## config.mk

```make
export PLATFORM = sky130hd
export DESIGN_NAME = fp_mul_seq
export DESIGN_NICKNAME = d
export VERILOG_FILES = /design/src/rtl/fp_pkg.sv /design/src/rtl/fp_unpack.sv /design/src/rtl/fp_mul_seq.sv
export SDC_FILE = /design/constraint.sdc
export NUM_CORES = 1
export LEC_CHECK = 0
export BUFFER_PORTS_ARGS = -buffer_cell sky130_fd_sc_hd__buf_2
export CAP_MARGIN = 10
export CORE_MARGIN = 8
export CORE_UTILIZATION = 50
export CTS_CLUSTER_SIZE = 10
export DETAILED_ROUTE_END_ITERATION = 10
export MAX_ROUTING_LAYER = met4
export PLACE_DENSITY_LB_ADDON = 0.15
export SLEW_MARGIN = 10
export SYNTH_ARGS = -nofsm -noshare
export SYNTH_HDL_FRONTEND = slang
export SYNTH_SLANG_ARGS = --single-unit
```

## constraint.sdc

```tcl
create_clock -name clk -period 6.1 [get_ports clk]
set_clock_uncertainty 0.2 [all_clocks]
set_input_delay 0 -clock clk [delete_from_list [all_inputs] [get_ports clk]]
set_output_delay 0 -clock clk [all_outputs]
set_load 0.03 [all_outputs]
```

## src/rtl/fp_pkg.sv

```systemverilog
// Shared FP32 constants, state encoding and operand class type
// for the sequential single-precision multiplier.
package fp_pkg;

    localparam int EXP_W  = 8;
    localparam int FRAC_W = 23;
    localparam int MANT_W = FRAC_W + 1;
    localparam int PROD_W = 2 * MANT_W;
    localparam int BIAS   = 127;

    localparam logic [31:0] QNAN = 32'h7FC0_0000;

    typedef logic [1:0] state_t;

    localparam state_t ST_IDLE = 2'd0;
    localparam state_t ST_MUL  = 2'd1;
    localparam state_t ST_NORM = 2'd2;
    localparam state_t ST_DONE = 2'd3;

    typedef struct packed {
        logic nan;
        logic inf;
        logic zero;
    } fp_cls_t;

endpackage

```

## src/rtl/fp_unpack.sv

```systemverilog
// Splits an FP32 word into sign, exponent and {hidden,frac} mantissa and
// classifies it. Ports: op in; sign, exp, mant, cls out. Denormals -> zero.
module fp_unpack
    import fp_pkg::*;
(
    input  logic [31:0]       op,
    output logic              sign,
    output logic [EXP_W-1:0]  exp,
    output logic [MANT_W-1:0] mant,
    output fp_cls_t           cls
);

    logic exp_zero;
    logic exp_max;
    logic frac_nz;

    assign sign     = op[31];
    assign exp      = op[30:23];
    assign exp_zero = (exp == '0);
    assign exp_max  = &exp;
    assign frac_nz  = |op[22:0];

    // Flushed denormals carry a zero mantissa so the product is zero too.
    assign mant = exp_zero ? '0 : {1'b1, op[22:0]};

    assign cls.zero = exp_zero;
    assign cls.inf  = exp_max & ~frac_nz;
    assign cls.nan  = exp_max & frac_nz;

endmodule

```

## src/rtl/fp_mul_seq.sv

```systemverilog
// Sequential FP32 multiplier: shift-add mantissa, fixed 26-cycle latency.
// Ports: clk, rst_n, start, in1, in2 -> ready, done, final_o, ovf, unf.
// Build option FP_MUL_RNE_EN selects round-nearest-even (else truncate).
module fp_mul_seq
    import fp_pkg::*;
(
    input  logic        clk,
    input  logic        rst_n,
    input  logic        start,
    input  logic [31:0] in1,
    input  logic [31:0] in2,
    output logic        ready,
    output logic        done,
    // "final" is a reserved word, so the product port is final_o.
    output logic [31:0] final_o,
    output logic        ovf,
    output logic        unf
);

    state_t            state_q, state_d;
    logic [4:0]        cnt_q, cnt_d;
    logic [31:0]       op_a_q, op_a_d;
    logic [31:0]       op_b_q, op_b_d;
    logic [PROD_W-1:0] prod_q, prod_d;
    logic [MANT_W-1:0] nm_q, nm_d;
    logic signed [9:0] ne_q, ne_d;
    logic              g_q, g_d;
    logic              r_q, r_d;
    logic              s_q, s_d;
    logic [31:0]       final_q, final_d;
    logic              ovf_q, ovf_d;
    logic              unf_q, unf_d;

    logic              sa, sb;
    logic [EXP_W-1:0]  ea, eb;
    logic [MANT_W-1:0] ma, mb;
    fp_cls_t           ca, cb;

    logic              sign;
    logic signed [9:0] exp_sum;
    logic              is_nan, is_inf, is_zero;
    logic              rnd_inc;
    logic [MANT_W:0]   sum25;
    logic [MANT_W-1:0] mr;
    logic signed [9:0] er;
    logic              unused_mr;

    fp_unpack u_unpack_a (
        .op   (op_a_q),
        .sign (sa),
        .exp  (ea),
        .mant (ma),
        .cls  (ca)
    );

    fp_unpack u_unpack_b (
        .op   (op_b_q),
        .sign (sb),
        .exp  (eb),
        .mant (mb),
        .cls  (cb)
    );

    assign sign    = sa ^ sb;
    assign exp_sum = 10'(ea) + 10'(eb) - 10'(BIAS);

    assign is_nan  = ca.nan | cb.nan
                   | (ca.zero & cb.inf)
                   | (ca.inf & cb.zero);
    assign is_inf  = ca.inf | cb.inf;
    assign is_zero = ca.zero | cb.zero;

`ifdef FP_MUL_RNE_EN
    // Ties go to the even mantissa: bump only when the lsb is odd.
    assign rnd_inc = g_q & (r_q | s_q | nm_q[0]);
`else
    logic unused_rnd;
    assign rnd_inc    = 1'b0;
    assign unused_rnd = ^{g_q, r_q, s_q};
`endif

    assign sum25 = {1'b0, nm_q} + {{MANT_W{1'b0}}, rnd_inc};

    // Rounding carry-out means 1.111.. became 10.000..; renormalize.
    always_comb begin
        mr = sum25[MANT_W-1:0];
        er = ne_q;
        if (sum25[MANT_W]) begin
            mr = sum25[MANT_W:1];
            er = ne_q + 10'sd1;
        end
    end

    assign unused_mr = mr[MANT_W-1];

    always_comb begin
        state_d = state_q;
        cnt_d   = cnt_q;
        op_a_d  = op_a_q;
        op_b_d  = op_b_q;
        prod_d  = prod_q;
        nm_d    = nm_q;
        ne_d    = ne_q;
        g_d     = g_q;
        r_d     = r_q;
        s_d     = s_q;
        final_d = final_q;
        ovf_d   = ovf_q;
        unf_d   = unf_q;

        case (state_q)
            ST_IDLE: begin
                if (start) begin
                    op_a_d  = in1;
                    op_b_d  = in2;
                    prod_d  = '0;
                    cnt_d   = 5'd23;
                    state_d = ST_MUL;
                end
            end

            ST_MUL: begin
                // MSB-first shift-add over the multiplier bits.
                prod_d = {prod_q[PROD_W-2:0], 1'b0}
                       + (mb[cnt_q] ? {{MANT_W{1'b0}}, ma}
                                    : {PROD_W{1'b0}});
                if (cnt_q == 5'd0) begin
                    cnt_d   = 5'd1;
                    state_d = ST_NORM;
                end else begin
                    cnt_d = cnt_q - 5'd1;
                end
            end

            ST_NORM: begin
                if (cnt_q != 5'd0) begin
                    // First NORM cycle: align and capture g/r/sticky.
                    cnt_d = 5'd0;
                    if (prod_q[47]) begin
                        nm_d = prod_q[47:24];
                        g_d  = prod_q[23];
                        r_d  = prod_q[22];
                        s_d  = |prod_q[21:0];
                        ne_d = exp_sum + 10'sd1;
                    end else begin
                        nm_d = prod_q[46:23];
                        g_d  = prod_q[22];
                        r_d  = prod_q[21];
                        s_d  = |prod_q[20:0];
                        ne_d = exp_sum;
                    end
                end else begin
                    // Second NORM cycle: round, classify, pack.
                    ovf_d   = 1'b0;
                    unf_d   = 1'b0;
                    state_d = ST_DONE;
                    if (is_nan) begin
                        final_d = QNAN;
                    end else if (is_inf) begin
                        final_d = {sign, 8'hFF, 23'h0};
                    end else if (is_zero) begin
                        final_d = {sign, 31'h0};
                    end else if (er >= 10'sd255) begin
                        final_d = {sign, 8'hFF, 23'h0};
                        ovf_d   = 1'b1;
                    end else if (er <= 10'sd0) begin
                        final_d = {sign, 31'h0};
                        unf_d   = 1'b1;
                    end else begin
                        final_d = {sign, er[7:0], mr[22:0]};
                    end
                end
            end

            ST_DONE: begin
                state_d = ST_IDLE;
            end

            default: begin
                state_d = ST_IDLE;
            end
        endcase
    end

    always_ff @(posedge clk or negedge rst_n) begin
        if (!rst_n) begin
            state_q <= ST_IDLE;
            cnt_q   <= '0;
            op_a_q  <= '0;
            op_b_q  <= '0;
            prod_q  <= '0;
            nm_q    <= '0;
            ne_q    <= '0;
            g_q     <= 1'b0;
            r_q     <= 1'b0;
            s_q     <= 1'b0;
            final_q <= '0;
            ovf_q   <= 1'b0;
            unf_q   <= 1'b0;
        end else begin
            state_q <= state_d;
            cnt_q   <= cnt_d;
            op_a_q  <= op_a_d;
            op_b_q  <= op_b_d;
            prod_q  <= prod_d;
            nm_q    <= nm_d;
            ne_q    <= ne_d;
            g_q     <= g_d;
            r_q     <= r_d;
            s_q     <= s_d;
            final_q <= final_d;
            ovf_q   <= ovf_d;
            unf_q   <= unf_d;
        end
    end

    assign ready   = (state_q == ST_IDLE);
    assign done    = (state_q == ST_DONE);
    assign final_o = final_q;
    assign ovf     = ovf_q;
    assign unf     = unf_q;

endmodule

```

==> results.py, run 1 <==
metrics = {
    "job": {
        "maxCapViolations": 0,
    },
    "critical_path": {
        "criticalPathCategory": "flop to flop",
        "critPathTopFamily": "compound AO/OA/AOI/OAI gates",
        "arrival_ps": 5010,
        "critPathBufInv": 2,
        "slowest_delay_ps": 650,
        "end_kind": "flop",
        "r2r_setup_slack_ps": 1180,
        "start_kind": "flop",
        "path_cells": "mux4_2 > mux4_2 > nand2_1 > a21oi_1 > buf_4 > and2_1 > ha_1 > fa_1 > a211oi_1 > nor2_1 > o311ai_1 > o211ai_2 > a211oi_1 > buf_4 > nor4_1 > xnor2_1 > o21ai_1",
        "startpoint": "cnt_q[0]$_DFFE_PN0P_",
        "cp.required_ps": 6190,
        "r2r-start": "cnt_q[0]$_DFFE_PN0P_",
        "path_max_fanout": 24,
        "crit_slowest_cell": "dfrtp_1",
    },
    "detailed_routing": {
        "wl_um": 22730,
        "first_iter_violations": 483,
        "vias": 7779,
        "remaining_drc_errors": 0,
        "vias_per_cell": 5.533,
        "drtPass1Iterations": 5,
        "wl_per_cell_um": 16.17,
        "ant_nets": 0,
    },
    "synth": {
        "synth_edf_count": 0,
        "synth.cell_area_sq_um": 10150,
        "async_reset_ff_share_pct": 100.0,
        "synth.top_cells.by_area": "dfrtp_1 (46%), mux2_2 (7.0%), ha_1 (5.5%)",
        "synth_most_common_cell": "dfrtp_1",
        "ys_ff_latch": 186,
        "ys_types": 70,
        "ys_warn_count": 0,
        "yosys.area.top_type": "dfrtp_1",
        "netlist.area_leader.share_pct": 45.85,
        "avgSynthCellArea_sq_um": 10.33,
        "syn_inst": 983,
        "yosys_most_used_dff": "dfrtp_1",
        "ys_seq_area_share_pct": 45.85,
        "synthesis.nets": 1097,
        "ys_top_cells_by_count": "dfrtp_1 (186), nand2_1 (96), nor2_1 (65)",
    },
    "power": {
        "peakVddDrop_v": 0.0002452,
        "power_density_nw_per_um2": 566.7,
        "power_frac_seq_pct": 32.2,
        "total_leakage_power_nw": 5.263,
        "clkPwrFrac_pct": 15.8,
        "combPwrFrac_pct": 52.0,
        "swShare_pct": 43.48,
        "p_switching_mw": 2.984,
        "p_int_mw": 3.879,
    },
    "timing": {
        "max_freq_mhz": 203.3,
        "timing.final.crit_share_pct": 80.66,
        "period_minus_slack_ps": 4920,
        "slew_headroom_pct": 30.35,
        "setup_tns_ps": 0,
        "hold_viol": 0,
        "setup_viol": 0,
        "finalMaxSlewViolations": 0,
        "tightest_slew_ps": 1045,
        "rsz0062_at_grt": "false",
        "setup_ws_ps": 1180,
    },
    "clock_tree": {
        "cts_hold_buf": 66,
        "cts_buffer_depth": 2,
        "cts_made_buffers": 17,
        "post_cts_buffers": 0,
        "clk_latency_ps": 430,
        "h-tree-depth": 4,
        "cts.sinks": 186,
        "cts_tree": "built",
        "clk_pin_slew_ps": 70,
        "root_buffer": "clkbuf_16",
        "cts_resized": 0,
    },
    "die": {
        "coreArea_sq_um": 20100,
        "die_w_um": 158.5,
        "floorplan.rows": 52,
        "io_pins": 103,
        "die-area_sq_um": 25120,
        "die_h_um": 158.5,
        "initial_core_util_pct": 50.49,
    },
    "place": {
        "dp_hpwl_um": 15570,
        "port_buffers": 102,
        "place_congestion": 0.8437,
        "dp_slack_ps": 1193,
    },
    "grt": {
        "grt_use_total_pct": 19.75,
        "grt_max_degree": 107,
        "grt-ovfl-total": 0,
        "grt_pass1_vias": 7768,
        "antenna_found_initial": 0,
        "grt_pass1_wl_um": 39160,
    },
    "outcome": {
        "status": "complete, no violations",
    },
    "final_layout": {
        "nets": 1237,
        "drive_gt1_share_pct": 20.25,
        "area_growth_pct": 19.30,
        "multiInputGateArea_sq_um": 5215,
        "n_antenna_cell": 0,
        "n_fill_cell": 1677,
        "seq_area_sq_um": 4654,
    },
    "min_path": {
        "min_path_type": "primary input to asynchronous set/reset pin",
    },
}
-- cell usage in the layout, fill, tap and decap left out, drive strengths merged, types with 41 or more instances in the layout --
master         n
xnor2         41
o21ai         79
dlygate4sd3   66
dfrtp        186
buf          109
nor2          65
nand2         97
mux2          63
ha            45
a21oi         53
-- state kept, by name, indices dropped and copies added, names as in the netlist --
signal and flops:
prod_q 48, final_o 32, op_a_q 32, op_b_q 32
nm_q 23, ne_q 10, cnt_q 5, state_q 2
ovf 1, unf 1
-- final cells by class --
type / count / share of cell area [%]
tap: 270 / 2.790
inverter: 23 / 0.7129
clock inverter: 13 / 1.105
multi-input combinational: 719 / 43.06
sequential: 186 / 38.43
timing repair buffer: 176 / 10.24
clock buffer: 19 / 3.657
-- power groups by stage --
stage | combinational (mW) | sequential [mW] | clock [mW]
3_3_place_gp | 3.47 | 2.22 | 0
6_report | 3.57 | 2.21 | 1.08
2_1_floorplan | 2.70 | 2.23 | 0
4_1_cts | 3.58 | 2.21 | 1.11
5_1_grt | 4.00 | 2.30 | 1.16
3_5_place_dp | 3.51 | 2.24 | 0
-- routing by layer --
metal,GRT usage [%],routed length [um],part of all wire (%),up-vias
met2,29.74,10350,46,162
li1,-,-,-,3838
met5,-,0,0,-
met4,5.344,254,1.1,0
met1,27.73,11230,49,3763
met3,2.552,894,3.9,16
-- cell families after synthesis --
family / synth area share, %
DFF: 45.85
muxes: 10.98
xor gates and xnor gates: 4.487
AOI/OAI and AO/OA: 15.60
buffers and inverters: 2.970
adders and majority gates: 6.040
and+or+nand+nor: 14.06
-- metrics by stage --
| stage | utilization (%) | hold slack, ps | total power, mW | instance area, sq um | cells |
|---|---|---|---|---|---|
| detailed placement | 54.08 | -33.41 | 5.746 | 10870 | 1308 |
| CTS | 60.24 | 68.96 | 6.906 | 12110 | 1406 |
| finish | 60.24 | 43.87 | 6.863 | 12110 | 1406 |
| global placement | 54.08 | -34.76 | 5.689 | 10870 | 1308 |
| global route | 60.24 | 130.8 | 7.463 | 12110 | 1406 |
| floorplan | - | -495.6 | 4.930 | 10150 | 983 |
-- final timing paths --
check	endpoint	cells after the start
max	prod_q[41]$_DFFE_PN0P_	17
min	final_o[27]$_DFFE_PN0P_	2
max reg2reg	prod_q[41]$_DFFE_PN0P_	17
min reg2reg	final_o[31]$_DFFE_PN0P_	2
max in group asynchronous	state_q[1]$_DFFE_PN0P_	3
min in group clk	op_b_q[30]$_DFFE_PN0P_	4
(Power assumes the default switching activity.)
==> run 2, diff against run 1 <==
clock period = 5 ns   (was 6.1 ns; I/O delays follow)
==> results.py, run 2 (synthesized netlist as in run 1, its figures left out) <==
metrics = {
    "final_layout": {
        "drive_gt1_share_pct": 20.61,
        "area_growth_pct": 19.87,
        "n_fill_cell": 1660,
        "final_common_cell": "dfrtp_1",
        "n_antenna_cell": 0,
        "largest_register": "prod_q",
        "largest_reg_flops": 48,
        "final_cell_mix": "dfrtp_1 (186), buf_2 (101), nand2_1 (96)",
        "nets": 1241,
    },
    "power": {
        "peakVddDrop_v": 0.0002995,
        "power_density_nw_per_um2": 690.9,
        "total_leakage_power_nw": 5.296,
        "power.total_mw": 8.407,
    },
    "detailed_routing": {
        "ant_nets": 0,
        "vias": 7707,
        "vias_per_cell": 5.466,
        "drtPass1Iterations": 5,
        "first_iter_violations": 507,
        "remaining_drc_errors": 0,
        "wl_per_cell_um": 15.94,
        "wl_um": 22480,
    },
    "die": {
        "die_w_um": 158.5,
        "floorplan.rows": 52,
        "die-area_sq_um": 25120,
        "die_h_um": 158.5,
        "initial_core_util_pct": 50.49,
        "coreArea_sq_um": 20100,
        "io_pins": 103,
    },
    "critical_path": {
        "path_max_fanout": 21,
        "criticalPathCategory": "flop to flop",
        "end_kind": "flop",
        "slowest_delay_ps": 530,
        "path_cells": "mux4_2 > mux4_2 > nand2_1 > a21oi_1 > buf_4 > and2_1 > ha_1 > o21ai_1 > o21ai_2 > a2111oi_4 > o31ai_4 > a21boi_2 > o21ai_2 > a311oi_1 > o311ai_1",
        "crit_slowest_cell": "mux4_2",
        "cp.required_ps": 5090,
        "arrival_ps": 4660,
        "critPathBufInv": 1,
        "start_kind": "flop",
        "critPathTopFamily": "compound AO/OA/AOI/OAI gates",
    },
    "place": {
        "place_congestion": 0.8307,
        "port_buffers": 102,
        "dp_hpwl_um": 15590,
    },
    "grt": {
        "grt_use_total_pct": 19.31,
        "grt_busiest_layer": "met2",
        "grt_pass1_wl_um": 38320,
        "grt_pass1_vias": 7751,
        "gr-usage-met1_pct": 26.59,
        "antenna_found_initial": 0,
        "use_met3_pct": 2.334,
        "use_met2_pct": 29.97,
        "grt_max_degree": 90,
        "grt-ovfl-total": 0,
    },
    "timing": {
        "setup_tns_ps": 0,
        "max_freq_mhz": 218.8,
        "period_minus_slack_ps": 4571,
        "whs_ps": 6.170,
        "rsz0062_at_grt": "false",
        "tightest_slew_ps": 1067,
        "timing.final.crit_share_pct": 91.41,
        "slew_headroom_pct": 28.74,
        "finalMaxSlewViolations": 0,
        "setup_viol": 0,
        "hold_viol": 0,
    },
    "outcome": {
        "status": "complete, no violations",
    },
    "clock_tree": {
        "cts.sinks": 186,
        "clk_latency_ps": 430,
        "root_buffer": "clkbuf_16",
        "cts_tree": "built",
        "h-tree-depth": 4,
        "post_cts_buffers": 0,
        "cts_made_buffers": 17,
        "clk_pin_slew_ps": 80,
        "cts_buffer_depth": 2,
    },
    "min_path": {
        "min_path_type": "primary input to asynchronous set/reset pin",
    },
    "job": {
        "maxCapViolations": 0,
    },
}
[run 2: path summary, 6_finish.rpt]
| check | startpoint | to | slack [ps] | depth (start not counted) |
|---|---|---|---|---|
| worst min register to register | nm_q[3]$_DFFE_PN0P_ | final_o[3]$_DFFE_PN0P_ | 290 | 1 |
| worst min-delay path | rst_n | final_o[28]$_DFFE_PN0P_ | 6 | 2 |
| worst max-delay path | cnt_q[0]$_DFFE_PN0P_ | prod_q[46]$_DFFE_PN0P_ | 430 | 15 |
| worst max register to register | cnt_q[0]$_DFFE_PN0P_ | prod_q[46]$_DFFE_PN0P_ | 430 | 15 |
| min in group clk | in2[30] | op_b_q[30]$_DFFE_PN0P_ | 110 | 4 |
| max in group asynchronous | rst_n | prod_q[44]$_DFFE_PN0P_ | 3440 | 3 |
[run 2: final cells by class]
cell class                      count  area [sq um]  share of cell area, %
Clock buffer                       17         425.4                  3.496
Clock inverter                     15         178.9                  1.470
Inverter                           23         86.33                 0.7095
Multi-Input combinational cell    719          5215                  42.86
Sequential cell                   186          4654                  38.25
Tap cell                          270         337.8                  2.776
Timing Repair Buffer              180          1270                  10.44
[run 2: stage by stage]
stage	util, %	worst slack (ps)	std cells	instance area [sq um]
after global placement	54.23	618.1	1312	10900
after global routing	60.52	25.10	1410	12170
final	60.52	429.5	1410	12170
after floorplan	-	432.4	983	10150
after detailed placement	54.23	467.3	1312	10900
after CTS	60.52	430.3	1410	12170
[run 2: routing by layer]
metal	wire length [um]	part of all wire [%]
met1	11230	50
met2	10220	45
met3	750	3.3
met4	274	1.2
met5	0	0
[run 2: timing repair]
action,CTS,global route
hold buffers,66,0
endpoints found under the setup margin,0,0
endpoints found under the hold margin,156,0
gates resized for setup,0,0
[run 2: where the power goes]
part	switching (mW)	total (mW)	internal [mW]
Clock	0.670	1.34	0.675
Sequential	0.536	2.68	2.15
Combinational	2.46	4.38	1.92
